## src/rtl/tennis_pkg.sv

```systemverilog
// rtl/tennis_pkg.sv - shared types and constants for the tennis match sequencer
package tennis_pkg;
  localparam int BALL_W  = 16;
  localparam int SCORE_W = 4;

  localparam logic SIDE_LEFT  = 1'b0;
  localparam logic SIDE_RIGHT = 1'b1;

  typedef enum logic [2:0] {
    ST_IDLE      = 3'd0,
    ST_SERVE     = 3'd1,
    ST_RALLY     = 3'd2,
    ST_POINT     = 3'd3,
    ST_GAME_OVER = 3'd4
  } state_t;

  // Scores stick at all-ones rather than wrapping back to zero.
  function automatic logic [SCORE_W-1:0] sat_inc(input logic [SCORE_W-1:0] v);
    return (v == '1) ? v : v + 1'b1;
  endfunction
endpackage

```

## src/rtl/tennis_rally_ctrl_if.sv

```systemverilog
// rtl/tennis_rally_ctrl_if.sv - press/ball inputs and trigger/score outputs of the sequencer
interface tennis_rally_ctrl_if;
  logic                            start;
  logic                            left_press;
  logic                            right_press;
  logic [tennis_pkg::BALL_W-1:0]   ball;
  logic                            left_trigger;
  logic                            right_trigger;
  logic                            ball_reset;
  logic [tennis_pkg::SCORE_W-1:0]  score_left;
  logic [tennis_pkg::SCORE_W-1:0]  score_right;
  logic                            server;
  logic                            game_over;
  logic                            winner;

  modport master (
    output start, left_press, right_press, ball,
    input  left_trigger, right_trigger, ball_reset,
    input  score_left, score_right, server, game_over, winner
  );

  modport slave (
    input  start, left_press, right_press, ball,
    output left_trigger, right_trigger, ball_reset,
    output score_left, score_right, server, game_over, winner
  );
endinterface

```

## src/rtl/hit_window_timer.sv

```systemverilog
// rtl/hit_window_timer.sv - counts cycles the ball rests on an end LED, flags the last legal cycle
module hit_window_timer #(
  parameter int HIT_WINDOW = 50_000_000
) (
  input  logic clk,
  input  logic reset,
  input  logic i_clear,
  input  logic i_enable,
  output logic o_expire
);
  localparam int              CNT_W = 26;
  localparam logic [CNT_W-1:0] LAST = CNT_W'(HIT_WINDOW - 1);

  logic [CNT_W-1:0] r_cnt;

  always_ff @(posedge clk or posedge reset) begin
    if (reset)         r_cnt <= '0;
    else if (i_clear)  r_cnt <= '0;
    else if (i_enable) r_cnt <= r_cnt + 1'b1;
  end

  assign o_expire = i_enable && !i_clear && (r_cnt == LAST);
endmodule

```

## src/rtl/tennis_rally_ctrl.sv

```systemverilog
// rtl/tennis_rally_ctrl.sv - qualifies serves/hits, detects misses, keeps score and picks a winner
module tennis_rally_ctrl
  import tennis_pkg::*;
#(
  parameter int HIT_WINDOW = 50_000_000,
  parameter int WIN_SCORE  = 7
) (
  input  logic                 clk,
  input  logic                 reset,
  tennis_rally_ctrl_if.slave   bus
);
  state_t               r_state, w_next_state;
  logic                 r_left_trigger, w_left_trigger;
  logic                 r_right_trigger, w_right_trigger;
  logic                 r_ball_reset, w_ball_reset;
  logic [SCORE_W-1:0]   r_score_left, w_score_left;
  logic [SCORE_W-1:0]   r_score_right, w_score_right;
  logic [SCORE_W-1:0]   w_new_score;
  logic                 r_server, w_server;
  logic                 r_game_over, w_game_over;
  logic                 r_winner, w_winner;
  logic                 r_scorer, w_scorer;

  // Only an exact one-hot end position counts; glitchy ball codes are mid-court.
  logic w_left_end, w_right_end, w_at_end, w_in_rally;
  logic w_left_hit, w_right_hit, w_expire;

  assign w_left_end  = (bus.ball == {1'b1, {(BALL_W-1){1'b0}}});
  assign w_right_end = (bus.ball == BALL_W'(1));
  assign w_at_end    = w_left_end || w_right_end;
  assign w_in_rally  = (r_state == ST_RALLY);
  assign w_left_hit  = w_in_rally && w_left_end  && bus.left_press;
  assign w_right_hit = w_in_rally && w_right_end && bus.right_press;

  hit_window_timer #(.HIT_WINDOW(HIT_WINDOW)) u_timer (
    .clk      (clk),
    .reset    (reset),
    .i_clear  (!w_in_rally || w_left_hit || w_right_hit || !w_at_end),
    .i_enable (w_in_rally && w_at_end),
    .o_expire (w_expire)
  );

  always_ff @(posedge clk or posedge reset) begin
    if (reset) begin
      r_state         <= ST_IDLE;
      r_left_trigger  <= 1'b0;
      r_right_trigger <= 1'b0;
      r_ball_reset    <= 1'b0;
      r_score_left    <= '0;
      r_score_right   <= '0;
      r_server        <= SIDE_LEFT;
      r_game_over     <= 1'b0;
      r_winner        <= SIDE_LEFT;
      r_scorer        <= SIDE_LEFT;
    end else begin
      r_state         <= w_next_state;
      r_left_trigger  <= w_left_trigger;
      r_right_trigger <= w_right_trigger;
      r_ball_reset    <= w_ball_reset;
      r_score_left    <= w_score_left;
      r_score_right   <= w_score_right;
      r_server        <= w_server;
      r_game_over     <= w_game_over;
      r_winner        <= w_winner;
      r_scorer        <= w_scorer;
    end
  end

  always_comb begin
    w_next_state    = r_state;
    w_left_trigger  = 1'b0;
    w_right_trigger = 1'b0;
    w_ball_reset    = 1'b0;
    w_score_left    = r_score_left;
    w_score_right   = r_score_right;
    w_new_score     = '0;
    w_server        = r_server;
    w_winner        = r_winner;
    w_scorer        = r_scorer;
    case (r_state)
      ST_IDLE, ST_GAME_OVER: begin
        if (bus.start) begin
          w_score_left  = '0;
          w_score_right = '0;
          w_server      = SIDE_LEFT;
          w_ball_reset  = 1'b1;
          w_next_state  = ST_SERVE;
        end
      end
      ST_SERVE: begin
        if (r_server == SIDE_LEFT && bus.left_press) begin
          w_left_trigger = 1'b1;
          w_next_state   = ST_RALLY;
        end else if (r_server == SIDE_RIGHT && bus.right_press) begin
          w_right_trigger = 1'b1;
          w_next_state    = ST_RALLY;
        end
      end
      ST_RALLY: begin
        // A legal return on the last window cycle still beats the miss.
        if (w_left_hit) begin
          w_left_trigger = 1'b1;
        end else if (w_right_hit) begin
          w_right_trigger = 1'b1;
        end else if (w_expire) begin
          w_scorer     = w_left_end ? SIDE_RIGHT : SIDE_LEFT;
          w_next_state = ST_POINT;
        end
      end
      ST_POINT: begin
        w_new_score = sat_inc((r_scorer == SIDE_LEFT) ? r_score_left : r_score_right);
        if (r_scorer == SIDE_LEFT) w_score_left  = w_new_score;
        else                       w_score_right = w_new_score;
        if (w_new_score == SCORE_W'(WIN_SCORE)) begin
          w_winner     = r_scorer;
          w_next_state = ST_GAME_OVER;
        end else begin
          w_server     = ~r_server;
          w_ball_reset = 1'b1;
          w_next_state = ST_SERVE;
        end
      end
      default: w_next_state = ST_IDLE;
    endcase
    w_game_over = (w_next_state == ST_GAME_OVER);
  end

  assign bus.left_trigger  = r_left_trigger;
  assign bus.right_trigger = r_right_trigger;
  assign bus.ball_reset    = r_ball_reset;
  assign bus.score_left    = r_score_left;
  assign bus.score_right   = r_score_right;
  assign bus.server        = r_server;
  assign bus.game_over     = r_game_over;
  assign bus.winner        = r_winner;
endmodule

```

## src/flat_wrapper.sv

```systemverilog
// flat-port wrapper written by rule: the top's interface ports become plain ports
module tennis_rally_ctrl_flat import tennis_pkg::*;
#(
  parameter int HIT_WINDOW = 50_000_000,
  parameter int WIN_SCORE  = 7
)
  (clk, reset, bus_start, bus_left_press, bus_right_press, bus_ball, bus_left_trigger, bus_right_trigger, bus_ball_reset, bus_score_left, bus_score_right, bus_server, bus_game_over, bus_winner);
  tennis_rally_ctrl_if bus_i ();
  input  logic clk;
  input  logic reset;
  input wire logic [$bits(bus_i.start)-1:0] bus_start;
  input wire logic [$bits(bus_i.left_press)-1:0] bus_left_press;
  input wire logic [$bits(bus_i.right_press)-1:0] bus_right_press;
  input wire logic [$bits(bus_i.ball)-1:0] bus_ball;
  output wire logic [$bits(bus_i.left_trigger)-1:0] bus_left_trigger;
  output wire logic [$bits(bus_i.right_trigger)-1:0] bus_right_trigger;
  output wire logic [$bits(bus_i.ball_reset)-1:0] bus_ball_reset;
  output wire logic [$bits(bus_i.score_left)-1:0] bus_score_left;
  output wire logic [$bits(bus_i.score_right)-1:0] bus_score_right;
  output wire logic [$bits(bus_i.server)-1:0] bus_server;
  output wire logic [$bits(bus_i.game_over)-1:0] bus_game_over;
  output wire logic [$bits(bus_i.winner)-1:0] bus_winner;
  assign bus_i.start = bus_start;
  assign bus_i.left_press = bus_left_press;
  assign bus_i.right_press = bus_right_press;
  assign bus_i.ball = bus_ball;
  assign bus_left_trigger = bus_i.left_trigger;
  assign bus_right_trigger = bus_i.right_trigger;
  assign bus_ball_reset = bus_i.ball_reset;
  assign bus_score_left = bus_i.score_left;
  assign bus_score_right = bus_i.score_right;
  assign bus_server = bus_i.server;
  assign bus_game_over = bus_i.game_over;
  assign bus_winner = bus_i.winner;
  tennis_rally_ctrl #(.HIT_WINDOW(HIT_WINDOW), .WIN_SCORE(WIN_SCORE)) u_core (.clk(clk), .reset(reset), .bus(bus_i));
endmodule
```

## config.mk

```make
export PLATFORM = sky130hd
export DESIGN_NAME = tennis_rally_ctrl_flat
export DESIGN_NICKNAME = d
export VERILOG_FILES = /design/src/rtl/tennis_pkg.sv /design/src/rtl/tennis_rally_ctrl_if.sv /design/src/rtl/hit_window_timer.sv /design/src/rtl/tennis_rally_ctrl.sv /design/src/flat_wrapper.sv
export SDC_FILE = /design/constraint.sdc
export NUM_CORES = 1
export LEC_CHECK = 0
export CAP_MARGIN = 5
export CELL_PAD_IN_SITES_DETAIL_PLACEMENT = 0
export CELL_PAD_IN_SITES_GLOBAL_PLACEMENT = 1
export CORE_UTILIZATION = 37
export DETAILED_ROUTE_END_ITERATION = 16
export HOLD_SLACK_MARGIN = 0.03
export PLACE_DENSITY_LB_ADDON = 0.1
export SLEW_MARGIN = 20
export SYNTH_ARGS = -nofsm -noshare
export SYNTH_HDL_FRONTEND = slang
export SYNTH_SLANG_ARGS = --single-unit
```

## constraint.sdc

```tcl
create_clock -name clk -period 2.3 [get_ports clk]
set_clock_uncertainty 0.2 [all_clocks]
set_input_delay 0.46 -clock clk [delete_from_list [all_inputs] [get_ports clk]]
set_output_delay 0.46 -clock clk [all_outputs]
set_load 0.005 [all_outputs]
```

### Yosys cells after proc, flatten, opt, wreduce, memory -nomap -nowiden

Index checks and enable logic that the tools add are counted.

| storage, ports and cells | value |
|---|---|
| flip-flop bits (word level) | 44 |
| latch bits | 0 |
| RAM bits | 0 |
| bits in read-only memories | 0 |
| bits of input ports | 21 |
| output and inout port bits | 14 |
| logic and storage cells | 87 |
| memories kept | 0 |

| operators by class | value |
|---|---|
| add/subtract/negate cells | 2 |
| multiply operators | 0 |
| divide/modulo/power cells | 0 |
| $lt $le $gt $ge | 0 |
| equality and inequality tests | 14 |
| shift-type cells | 0 |
| multiplexer cells | 32 |
| bitwise gates (word level) | 3 |
| reduce and logical (&&, ||, !) cells | 25 |

Operator list:

| kind | count |
|---|---|
| 26-bit 2-to-1 mux | 2 |
| 26-bit by 1-bit adder with 26-bit output (second input constant) | 1 |
| 26-bit equality test (second input constant) | 1 |
| 3-bit 2-to-1 mux | 7 |
| 4-bit 2-to-1 mux | 5 |
| 16-bit by 1-bit equality test with 1-bit output (second input constant) | 1 |
| 16-bit equality test (second input constant) | 1 |
| 4-bit one-hot mux with 2 select lines | 2 |
| 3-bit one-hot mux with 4 select lines | 1 |
| 1-bit 2-to-1 mux | 11 |
| 1-bit logical AND | 9 |
| 3-bit AND reduction | 3 |
| 1-bit one-hot mux with 2 select lines | 4 |
| 3-bit by 2-bit equality test with 1-bit output (second input constant) | 2 |
| 3-bit equality test (second input constant) | 2 |
| 2-bit != test (second input constant) | 3 |
| 4-bit by 1-bit adder with 4-bit output (second input constant) | 1 |
| 4-bit by 3-bit equality test with 1-bit output (second input constant) | 1 |
| 4-bit equality test (second input constant) | 1 |
| 1-bit logical OR | 4 |
| 4-bit AND reduction | 1 |
| 2-bit nonzero test | 2 |
| 3-bit by 1-bit equality test with 1-bit output (second input constant) | 1 |
| 1-bit zero test | 3 |
| other kinds (5) | 7 |

### Depth between registers and ports, before layout

Gate-level depths: netlist (run 1).

| logic depth | value |
|---|---|
| word-level depth | 14 |
| depth in mapped cells | 8 |
| mapped depth without buffers | 7 |

### Cells and area by module

Synthesis (run 1) repeated with hierarchy kept, for this count alone.

| unflattened totals | value |
|---|---|
| cell total of the unflattened synthesis | 256 |
| area, all modules | 2,449.8 µm² |

By module, submodules not included:

| module | instances | cells an instance | area an instance (µm²) | seq. area each (µm²) |
|---|---|---|---|---|
| hit_window_timer | 1 | 146 | 1,411.4 | 650.6 |
| tennis_rally_ctrl | 1 | 110 | 1,038.5 | 450.4 |

### Worst setup path after synthesis (run 1)

OpenSTA, ideal clock, no wires.

| timing path | value |
|---|---|
| path kind | register to register |
| from | register u_core.r_scorer |
| to | register u_core.r_winner, in the netlist u_core.bus.winner |
| library setup time | 0.125 ns |
| data arrival time | 2.259 ns |
| data required time | 1.975 ns |
| setup slack | -0.284 ns |
| stages on the path, launching flop included | 9 |
| clock period less this slack | 2.584 ns |
| cells stage by stage | dfrtp_1 -> clkbuf_1 -> clkbuf_1 -> mux2_2 -> ha_1 -> xor2_1 -> a32oi_1 -> nor3_1 -> mux2_2 |

| on the way | value |
|---|---|
| longest elaborated chain between the ends | 5 |
| elaborated cells between the ends (all ways) | 6 |
| classes of those cells | 1 x add/sub; 2 x eq/ne; 2 x mux; 1 x reduce/logical |

RTL lines:

| element | line | source |
|---|---|---|
| from (decl) | tennis_rally_ctrl.sv:22 | `logic r_scorer, w_scorer;` |
| from (signal assigned) | tennis_rally_ctrl.sv:65 | `r_scorer <= w_scorer;` |
| 4-bit 2-to-1 mux | tennis_rally_ctrl.sv:111 | `w_new_score = sat_inc((r_scorer == SIDE_LEFT) ? r_score_left : r_score_right);` |
| 4-bit by 1-bit adder with 4-bit output or 4-bit equality test (tied branches) | tennis_pkg.sv:19 | `return (v == '1) ? v : v + 1'b1;` |
| 4-bit 2-to-1 mux | tennis_pkg.sv:19 |  |
| 4-bit by 3-bit equality test with 1-bit output | tennis_rally_ctrl.sv:114 | `if (w_new_score == SCORE_W'(WIN_SCORE)) begin` |
| 2-bit AND reduction (no source line) | n/a |  |
| to (signal assigned) | tennis_rally_ctrl.sv:64 | `r_winner <= w_winner;` |
| to (decl) | tennis_rally_ctrl.sv:21 | `logic r_winner, w_winner;` |

Several ways; a longest one is shown, not always the timed one.
A chain may end at the register's enable or synchronous reset.

### Worst setup path after layout (run 1)

| timing path | value |
|---|---|
| from | input bus_ball[14] |
| to | register u_core.r_scorer |

| on the way | value |
|---|---|
| longest elaborated chain between the ends | 10 |
| elaborated cells between the ends (all ways) | 19 |
| classes of those cells | 2 x eq/ne; 1 x mux; 2 x bitwise; 14 x reduce/logical |

RTL lines:

| element | line | source |
|---|---|---|
| from (decl) | flat_wrapper.sv:14 | `input wire logic [$bits(bus_i.ball)-1:0] bus_ball;` |
| 16-bit equality test | tennis_rally_ctrl.sv:28 | `assign w_left_end = (bus.ball == {1'b1, {(BALL_W-1){1'b0}}});` |
| 1-bit logical AND (2 in a row) | tennis_rally_ctrl.sv:32 | `assign w_left_hit = w_in_rally && w_left_end && bus.left_press;` |
| 1-bit logical OR (3 in a row) | tennis_rally_ctrl.sv:38 | `.i_clear (!w_in_rally \|\| w_left_hit \|\| w_right_hit \|\| !w_at_end),` |
| 1-bit zero test | hit_window_timer.sv:22 | `assign o_expire = i_enable && !i_clear && (r_cnt == LAST);` |
| 1-bit logical AND (2 in a row) | hit_window_timer.sv:22 |  |
| 4-bit AND reduction (no source line) | n/a |  |

Several ways; a longest one is shown, not always the timed one.

==> results of run 1 <==
-- through the flow --
stage	hold WS (ps)	power, mW	util	cells
6_report	304	1.78	0.502	368
5_1_grt	328	1.88	0.502	368
4_1_cts	306	1.81	0.499	368
3_5_place_dp	294	1.37	0.487	363
3_3_place_gp	293	1.37	0.487	363
2_1_floorplan	273	1.14	-	240
-- per-layer routing --
metal / vias up / GRT usage
met5: - / 0
met4: 0 / 0.0571
met3: 6 / 0.0344
met2: 37 / 0.276
met1: 908 / 0.216
li1: 985 / -
-- registers in the layout (all words and copies together) (netlist names) --
name,cells
u_core.bus.left_trigger,1
u_core.bus.score_left,4
u_core.u_timer.r_cnt,26
u_core.r_state,3
u_core.bus.game_over,1
u_core.bus.score_right,4
u_core.bus.server,1
u_core.r_scorer,1
u_core.bus.right_trigger,1
u_core.bus.ball_reset,1
u_core.bus.winner,1
-- worst paths after layout --
| path | endpoint | slack, ps | cells after the start |
|---|---|---|---|
| max | u_core.r_scorer$_DFFE_PP0P_ | 30 | 6 |
| min | u_core.u_timer.r_cnt[0]$_DFFE_PP0P_ | 300 | 1 |
| max reg2reg | u_core.bus.winner$_DFFE_PP0P_ | 120 | 6 |
| min reg2reg | u_core.u_timer.r_cnt[0]$_DFFE_PP0P_ | 300 | 1 |
| max in group asynchronous | u_core.r_scorer$_DFFE_PP0P_ | 1370 | 3 |
| min in group asynchronous | u_core.bus.score_left[1]$_DFFE_PP0P_ | 320 | 3 |
-- kinds of logic after synthesis --
logic type / share of synthesized area
AO/OA/AOI/OAI: 0.102
XOR/XNOR: 0.0487
adder cells (fa/ha/maj): 0.0107
buffers and inverters: 0.0294
flip-flops: 0.471
multiplexers: 0.0738
AND/OR/NAND/NOR: 0.264
-- area by class of cell --
| cell class | instances | area share |
|---|---|---|
| Sequential cell | 44 | 0.365 |
| Multi-Input combinational cell | 180 | 0.395 |
| Tap cell | 75 | 0.0310 |
| Clock buffer | 5 | 0.0228 |
| Inverter | 7 | 0.00869 |
| Timing Repair Buffer | 57 | 0.178 |
-- cells in the final DEF (no fill, tap or decap), drive strengths merged, types with 3 or more instances in the layout --
cell type,instances
nand4,11
clkbuf,5
nand3,11
nor4,3
buf,23
or4,9
mux2i,6
nor3b,3
clkdlybuf4s50,34
nor4b,3
mux2,10
and4,3
o21ai,12
o31ai,8
xnor2,6
nor3,5
xor2,7
inv,6
a21oi,13
or3,8
dfrtp,44
nand2,18
nor2,21
-- report_power, final --
group | internal, mW | switching (mW)
combinational | 0.243 | 0.202
clock | 0.196 | 0.236
sequential | 0.834 | 0.0660
-- cells in the mapped netlist, drive strengths merged --
cell type	number	area, µm²
a311oi	1	8.76
inv	7	26.3
a211oi	1	7.51
clkbuf	7	26.3
and2	2	12.5
and3b	2	17.5
mux2	10	113
nor4	3	18.8
nor3	5	25.0
nand3b	1	7.51
nand4	11	75.1
nand4b	1	8.76
o211ai	1	7.51
dfrtp	44	1100
or3b	2	17.5
a21oi	13	65.1
nor2	21	78.8
or3	8	50.1
a32oi	1	8.76
xnor2	6	52.6
or2	2	12.5
a31oi	1	6.26
and4	3	26.3
nand2b	2	12.5
o31ai	8	60.1
nand2	18	67.6
ha	2	25.0
o21a	2	15.0
or4	9	71.3
buf	2	16.3
nor3b	3	22.5
and3	2	12.5
nor4b	3	26.3
mux2i	6	60.1
xor2	7	61.3
nand3	11	55.1
o21ai	12	60.1
-- timing repair --
item | CTS | global route
endpoints found under the setup margin | 2 | 29
cloned | 0 | 0
pin swaps | 1 | 1
setup buffers | 0 | 0
gates resized for setup | 1 | 5
==> impl_results.md, run 1 <==
- Worst path buffer plus inverter count: 2
- H-tree lvl count: 2
- Area grow syn2layout: 29.3%
- Detailed Route WL: 5050 µm
- Clock root cell: clkbuf_8
- DRT iter0 DRCs: 51
- FF-to-FF Start: u_core.r_scorer$_DFFE_PP0P_
- Syn Inst Count: 240
- Net count, final: 318
- Fmax: 441 MHz
- Chip Height: 81.5 µm
- Setup CP Type: primary input to flip-flop
- Number of global-route vias before repair: 1833
- Rows: 28
- DR WL met3: 188 µm
- Final setup vio count: 0
- Crit path from: bus_ball[14]
- Final Hold Viols: 0
- Post-place instance area: 2940 µm²
- Max layer used: met4
- Worst-path clk slew: 80 ps
- Setup TNS Final: 0 ps
- Via count: 1936
- Hold-fix buffers at CTS: 0
- Syn Area/Cell: 9.74 µm²
- DR WL met2: 2380 µm
- Fillers: 586
- Post-route ant nets: 0
- First-pass GRT wire length: 8490 µm
- Worst setup EP type: flip-flop
- Number of buffers created by CTS: 5
- Worst slew margin: 0.726
- CP arrival: 2240 ps
- Latest clock arrival within the worst-skew pair: 290 ps
- Setup ws final: 34.6 ps
- GPL Wtd Cong: 0.789
- Hold crit path type: flip-flop to flip-flop
- All-Layer GR Usage: 0.167
- Required time of the critical path: 2280 ps
- Critical path launch point type: primary input
- Syn Nets: 263
- Status: complete, no violations
- Antenna violations before repair: 0
- Per-cell routed wire length: 13.7 µm
- Hpwl dp: 3690 µm
- Die footprint: 6640 µm²
- Max Cap Viol: 0
- Worst VDD drop: 306 µV
- Port bufs: 34
- CP Max Fanout: 2
- N_diodes: 0
- DRC viols: 0
- Area of the multi-input gates: 1190 µm²
- Clock sinks: 44
- Post-route design area: 3020 µm²
- Hold_sp: u_core.u_timer.r_cnt[0]$_DFFE_PP0P_
- Largest net degree at the start of global routing: 45
- Synth warn: 0
- Leak: 1.22 nW
- Min Tclk post-route: 2270 ps
- Pre-antenna DRT Iters: 4
- Post-synthesis register bit count: 44
- Initial Utilization: 0.388
- Worst Tran Pin Value: 406 ps
- Layout cells sized above 1: 0.174
- CP max stage cell: or4_4
- FF/Latch Area: 1100 µm²
- Final slew viol count: 0
- Register area share after synthesis: 0.471
- Power density over the cells: 588 nW/µm²
- Core ar.: 6030 µm²
- Final worst path period share: 0.985
- Die width: 81.5 µm
- M1 WL: 2420 µm
- Cell Area, Synth: 2340 µm²
- Post-placement setup slack: -307 ps
- Peak per-stage delay on the critical path: 500 ps
- CTS tree: done
- CP top delay family: simple AND/OR/NAND/NOR gates
- Critical path, cell by cell: clkdlybuf4s50_1 > nor4_2 > buf_4 > nand4_1 > or4_4 > mux2_2
- GRT overflow: 0
- Top Ports: 35
- RSZ-0062 raised after global routing: true
- Max Root-Sink Buffers: 2
- Vias per inst: 5.26
- Synth unique cells: 40
No activity file was read; power rests on OpenSTA's default activity.
==> run 2: changes to the inputs <==
--- a/config.mk
+++ b/config.mk
@@ -8,7 +8,7 @@
 export CAP_MARGIN = 5
 export CELL_PAD_IN_SITES_DETAIL_PLACEMENT = 0
 export CELL_PAD_IN_SITES_GLOBAL_PLACEMENT = 1
-export CORE_UTILIZATION = 37
+export CORE_UTILIZATION = 45
 export DETAILED_ROUTE_END_ITERATION = 16
 export HOLD_SLACK_MARGIN = 0.03
 export PLACE_DENSITY_LB_ADDON = 0.1
@@ -16,3 +16,4 @@
 export SYNTH_ARGS = -nofsm -noshare
 export SYNTH_HDL_FRONTEND = slang
 export SYNTH_SLANG_ARGS = --single-unit
+export TNS_END_PERCENT = 20
==> constraint.sdc (replaced) <==
create_clock -name clk -period 2.7 [get_ports clk]
set_clock_uncertainty 0.2 [all_clocks]
set_input_delay 0.54 -clock clk [delete_from_list [all_inputs] [get_ports clk]]
set_output_delay 0.54 -clock clk [all_outputs]
set_load 0.005 [all_outputs]
==> impl_results.md, run 2 (synthesis gave the netlist of run 1 again) <==
- Setup CP Type: flip-flop to flip-flop (was primary input to flip-flop)
- CP Max Fanout: 6 (was 2)
- Worst VDD drop: 351 µV (was 306 µV)
- Pre-antenna DRT Iters: 4 (unchanged)
- Max reg flops: 26 (unchanged)
- Worst slew margin: 0.664 (was 0.726)
- Status: complete, no violations (unchanged)
- Rows: 25 (was 28)
- CP max stage cell: dfrtp_1 (was or4_4)
- Per-cell routed wire length: 13.8 µm (was 13.7 µm)
- CP arrival: 2410 ps (was 2240 ps)
- Hold crit path type: flip-flop to flip-flop (unchanged)
- Vias per inst: 5.54 (was 5.26)
- Leak: 1.15 nW (was 1.22 nW)
- Fmax: 411 MHz
- Required time of the critical path: 2680 ps (was 2280 ps)
- Most common cell after layout, fill and taps aside: dfrtp_1 (unchanged)
- Worst-path clk slew: 80 ps (about the same)
- Top Ports: 35 (unchanged)
- Detailed Route WL: 4790 µm (was 5050 µm)
- Post-route design area: 2890 µm² (was 3020 µm²)
- Worst Tran Pin Value: 502 ps (was 406 ps)
- Power density over the cells: 536 nW/µm² (was 588 nW/µm²)
- Worst setup EP type: flip-flop (unchanged)
- Number of buffers created by CTS: 5 (unchanged)
- Total power: 1.55 mW (was 1.78 mW)
- Post-Layout Cell Count: 347 (was 368)
- Port bufs: 34 (unchanged)
- Final Hold Viols: 0 (unchanged)
- DRT iter0 DRCs: 67 (was 51)
- DP Cell Count: 339 (was 363)
- GPL Wtd Cong: 0.765 (was 0.789)
- Final worst path period share: 0.901
- Final Util: 0.596 (was 0.502)
- Largest net degree at the start of global routing: 45 (unchanged)
- Number of global-route vias before repair: 1791 (was 1833)
- Post-place instance area: 2800 µm² (was 2940 µm²)
- Core ar.: 4850 µm² (was 6030 µm²)
- Chip Height: 74.1 µm (was 81.5 µm)
- First-pass GRT wire length: 8270 µm (was 8490 µm)
- H-tree lvl count: 2 (unchanged)
- Critical path launch point type: flip-flop (was primary input)
- Initial Utilization: 0.482 (was 0.388)
- Layout cells sized above 1: 0.111 (was 0.174)
- Clock sinks: 44 (unchanged)
- Hold-fix buffers at CTS: 0 (unchanged)
- Hpwl dp: 3430 µm (was 3690 µm)
- Post-route ant nets: 0 (unchanged)
- Antenna violations before repair: 0 (unchanged)
- Latest clock arrival within the worst-skew pair: 290 ps (about the same)
- Final slew viol count: 0 (unchanged)
- Max Cap Viol: 0 (unchanged)
- GRT overflow: 0 (unchanged)
- CTS tree: done (unchanged)
- RSZ-0062 raised after global routing: false (was true)
- Min Tclk post-route: 2430 ps
- Clock root cell: clkbuf_8 (unchanged)
- Biggest register: u_core.u_timer.r_cnt (unchanged)
- Die footprint: 5490 µm² (was 6640 µm²)
- N_diodes: 0 (unchanged)
- DRC viols: 0 (unchanged)
- Most frequent cells in the layout: dfrtp_1, clkdlybuf4s50_1, nor2_1, nand2_1, a21oi_1 (was dfrtp_1, clkdlybuf4s50_1, nor2_1, buf_4, nand2_1)
- Net count, final: 302 (was 318)
- Final setup vio count: 0 (unchanged)
- Critical path, cell by cell: mux2i_1 > inv_1 > ha_1 > xor2_1 > a32oi_1 > nor3_1 > mux2_2 (was clkdlybuf4s50_1 > nor4_2 > buf_4 > nand4_1 > or4_4 > mux2_2)
- Via count: 1924 (was 1936)
- Die width: 74.1 µm (was 81.5 µm)
- All-Layer GR Usage: 0.197 (was 0.167)
- Post-CTS Setup Repair Bufs: 0 (unchanged)
- Setup TNS Final: 0 ps (unchanged)
- Peak per-stage delay on the critical path: 430 ps (was 500 ps)
- Post-CTS sizing: 0 (was 1)
- Area grow syn2layout: 23.6% (was 29.3%)
- Max Root-Sink Buffers: 2 (unchanged)
run 2: metal layers:
layer	global-route usage	wire length, µm	vias to the layer above
met3	0.0407	220	5
li1	-	-	960
met2	0.298	2130	44
met5	0	0	-
met1	0.287	2390	915
met4	0.0577	44	0
run 2: power breakdown:
part	switching (mW)	total, mW	internal, mW
combinational	0.162	0.357	0.195
clock	0.222	0.426	0.204
sequential	0.0568	0.767	0.710
total	0.440	1.55	1.11
run 2: worst max-delay path, delay by kind of cell (launching register included):
family	cells	cell delay, ps
fa+ha+maj	1	290
flops	1	430
mux	2	680
buf+inv	1	90
simple gates	1	310
compound gates	1	160
xor+xnor	1	150
run 2: through the flow:
stage / setup WS (ps) / hold slack [ps]
2_1_floorplan: 116 / 273
3_3_place_gp: 148 / 298
3_5_place_dp: 115 / 304
4_1_cts: 272 / 318
5_1_grt: 77.8 / 332
6_report: 268 / 316
run 2: worst paths after layout:
path | start | endpoint | slack, ps | cells after the start
max | u_core.r_scorer$_DFFE_PP0P_ | u_core.bus.winner$_DFFE_PP0P_ | 270 | 7
min | u_core.u_timer.r_cnt[0]$_DFFE_PP0P_ | u_core.u_timer.r_cnt[0]$_DFFE_PP0P_ | 320 | 1
max reg2reg | u_core.r_scorer$_DFFE_PP0P_ | u_core.bus.winner$_DFFE_PP0P_ | 270 | 7
min reg2reg | u_core.u_timer.r_cnt[0]$_DFFE_PP0P_ | u_core.u_timer.r_cnt[0]$_DFFE_PP0P_ | 320 | 1
max in group asynchronous | reset | u_core.u_timer.r_cnt[24]$_DFFE_PP0P_ | 1700 | 3
min in group asynchronous | reset | u_core.u_timer.r_cnt[12]$_DFFE_PP0P_ | 380 | 3
run 2: layout make-up:
| type | instances | area [µm²] |
|---|---|---|
| Fill cell | 454 | 1960 |
| Multi-Input combinational cell | 180 | 1170 |
| Sequential cell | 44 | 1100 |
| Timing Repair Buffer | 41 | 418 |
| Tap cell | 67 | 83.8 |
| Clock buffer | 6 | 82.6 |
| Inverter | 7 | 26.3 |
| Clock inverter | 2 | 10.0 |
==> run 3: changes to the inputs <==
--- a/config.mk
+++ b/config.mk
@@ -8,7 +8,7 @@
 export CAP_MARGIN = 5
 export CELL_PAD_IN_SITES_DETAIL_PLACEMENT = 0
 export CELL_PAD_IN_SITES_GLOBAL_PLACEMENT = 1
-export CORE_UTILIZATION = 45
+export CORE_UTILIZATION = 37
 export DETAILED_ROUTE_END_ITERATION = 16
 export HOLD_SLACK_MARGIN = 0.03
 export PLACE_DENSITY_LB_ADDON = 0.1
==> constraint.sdc (replaced) <==
create_clock -name clk -period 2.05 [get_ports clk]
set_clock_uncertainty 0.2 [all_clocks]
set_input_delay 0.41 -clock clk [delete_from_list [all_inputs] [get_ports clk]]
set_output_delay 0.41 -clock clk [all_outputs]
set_load 0.005 [all_outputs]
==> impl_results.md, run 3 (synthesis gave the netlist of run 1 again) <==
- Worst slew margin: 0.759 (was 0.664)
- Min Hold Slack: 151 ps (was 316 ps)
- Final setup vio count: 6 (was 0)
- Initial Utilization: 0.388 (was 0.482)
- GPL Wtd Cong: 0.755 (was 0.765)
- DRC viols: 0 (unchanged)
- Peak per-stage delay on the critical path: 560 ps (was 430 ps)
- Largest net degree at the start of global routing: 37 (was 45)
- Critical path, cell by cell: nor4b_1 > nand4_1 > or4_4 > mux2_4 (was mux2i_1 > inv_1 > ha_1 > xor2_1 > a32oi_1 > nor3_1 > mux2_2)
- Status: finished, violations left (was complete, no violations)
- Post-route design area: 3360 µm² (was 2890 µm²)
- Setup ws final: -45.3 ps (was 268 ps)
- Chip Height: 81.5 µm (was 74.1 µm)
- Core ar.: 6030 µm² (was 4850 µm²)
- Post-Layout Cell Count: 402 (was 347)
- Hpwl dp: 4010 µm (was 3430 µm)
- Per-cell routed wire length: 13.4 µm (was 13.8 µm)
- Post-place instance area: 3170 µm² (was 2800 µm²)
- Leak: 1.41 nW (was 1.15 nW)
- Min Tclk post-route: 2100 ps (was 2430 ps)
- Rows: 28 (was 25)
- Number of global-route vias before repair: 1982 (was 1791)
- Final worst path period share: 1.02 (was 0.901)
- Area grow syn2layout: 43.5% (was 23.6%)
- Fmax: 477 MHz (was 411 MHz)
- Worst R2R End: u_core.r_scorer$_DFFE_PP0P_ (was u_core.bus.winner$_DFFE_PP0P_)
- Worst Tran Pin Value: 359 ps (was 502 ps)
- Worst setup EP type: flip-flop (unchanged)
- Failing checks: negative setup slack
- RSZ-0062 raised after global routing: true (was false)
- Setup CP Type: flip-flop to flip-flop (unchanged)
- Worst-path clk slew: 80 ps (about the same)
- Port bufs: 34 (unchanged)
- DRT iter0 DRCs: 41 (was 67)
- Hold crit path type: primary input to async pin (was flip-flop to flip-flop)
- Biggest register: u_core.u_timer.r_cnt (unchanged)
- Antenna violations before repair: 0 (unchanged)
- All-Layer GR Usage: 0.182 (was 0.197)
- N_diodes: 0 (unchanged)
- GRT overflow: 0 (unchanged)
- DP Cell Count: 394 (was 339)
- Top Ports: 35 (unchanged)
- Most common cell after layout, fill and taps aside: buf_4 (was dfrtp_1)
- CP Max Fanout: 3 (was 6)
- Required time of the critical path: 2030 ps (was 2680 ps)
- Layout cells sized above 1: 0.300 (was 0.111)
- Clock sinks: 44 (unchanged)
- Net count, final: 352 (was 302)
- Hold-fix buffers at CTS: 0 (unchanged)
- Number of buffers created by CTS: 5 (unchanged)
- CP max stage cell: or4_4 (was dfrtp_1)
- Max Cap Viol: 0 (unchanged)
- Final slew viol count: 0 (unchanged)
- Pre-antenna DRT Iters: 4 (unchanged)
- Power density over the cells: 623 nW/µm² (was 536 nW/µm²)
- Reg2reg path depth: 4 (was 7)
- Critical path launch point type: flip-flop (unchanged)
- FF-to-FF Start: u_core.u_timer.r_cnt[11]$_DFFE_PP0P_ (was u_core.r_scorer$_DFFE_PP0P_)
- CTS tree: done (unchanged)
- Flop2flop setup slack: -50 ps (was 270 ps)
- First-pass GRT wire length: 9160 µm (was 8270 µm)
- Max Root-Sink Buffers: 2 (unchanged)
- H-tree lvl count: 2 (unchanged)
- Latest clock arrival within the worst-skew pair: 280 ps (was 290 ps)
- Worst VDD drop: 350 µV (was 351 µV)
- Die footprint: 6640 µm² (was 5490 µm²)
- Setup TNS Final: -191 ps (was 0 ps)
- Post-route ant nets: 0 (unchanged)
- Final Hold Viols: 0 (unchanged)
- Vias per inst: 5.15 (was 5.54)
- Via count: 2072 (was 1924)
- CP arrival: 2070 ps (was 2410 ps)
- Clock root cell: clkbuf_8 (unchanged)
- Detailed Route WL: 5380 µm (was 4790 µm)
- Max reg flops: 26 (unchanged)
- Die width: 81.5 µm (was 74.1 µm)
- Most frequent cells in the layout: buf_4, dfrtp_1, clkdlybuf4s50_1, nor2_1, nand2_1 (was dfrtp_1, clkdlybuf4s50_1, nor2_1, nand2_1, a21oi_1)
run 3: changes by cell type in the layout (fill, tap and decap cells not counted), moves of 4 or more:
cell             before  now
buf_6                 0    4
clkdlybuf4s50_1      34   27
dlygate4sd2_1         0    7
buf_4                 5   52
or4_4                 1    5
or4_1                 8    4
run 3: how the worst max path moves through the flow:
stage / start / to / slack, ps / cells after the start
final: u_core.u_timer.r_cnt[11]$_DFFE_PP0P_ / u_core.r_scorer$_DFFE_PP0P_ / -50 / 4
after global placement: bus_ball[7] / u_core.r_scorer$_DFFE_PP0P_ / -410 / 6
after global routing: u_core.r_scorer$_DFFE_PP0P_ / u_core.bus.game_over$_DFF_PP0_ / -150 / 7
after detailed placement: bus_ball[11] / u_core.r_scorer$_DFFE_PP0P_ / -480 / 5
after floorplan: u_core.r_scorer$_DFFE_PP0P_ / u_core.bus.winner$_DFFE_PP0P_ / -120 / 8
after CTS: u_core.r_scorer$_DFFE_PP0P_ / u_core.bus.winner$_DFFE_PP0P_ / -80 / 7
run 3: layout make-up:
type / instances / area (µm²)
Clock buffer: 5 / 68.8
Multi-Input combinational cell: 180 / 1280
Fill cell: 564 / 2670
Tap cell: 75 / 93.8
Inverter: 7 / 26.3
Sequential cell: 44 / 1100
Timing Repair Buffer: 91 / 787
run 3: what timing repair did:
action / 4_1_cts / 5_1_grt
pin swaps: 9 / 7
setup buffers: 3 / 0
setup endpoints to repair: 33 / 39
hold endpoints to repair: 0 / 0
resized for setup: 16 / 16
run 3: where the power goes:
part	switching [mW]	internal (mW)	leakage, nW
logic	0.277	0.340	0.765
registers	0.0549	0.936	0.608
clock network	0.263	0.220	0.0359
total	0.594	1.50	1.41
run 3: critical path, delay by kind of cell (launching register included):
family,cells,cell delay [ps]
muxes,1,310
DFF,1,390
and+or+nand+nor,3,1080
run 3: metrics by stage:
stage,power [mW],utilization,setup WS [ps]
finish,2.09,0.557,-45.3
global route,2.22,0.557,-151
CTS,2.10,0.547,-76.7
detailed placement,1.59,0.527,-478
global placement,1.59,0.527,-414
floorplan,1.30,-,-120
run 3: metal layers:
layer  global-route usage  vias to the layer above  part of all wire
li1                     -                     1057                 -
met1                0.231                      989              0.49
met2                0.310                       22              0.48
met3               0.0367                        4             0.022
met4               0.0536                        0            0.0089
met5                    0                        -                 0
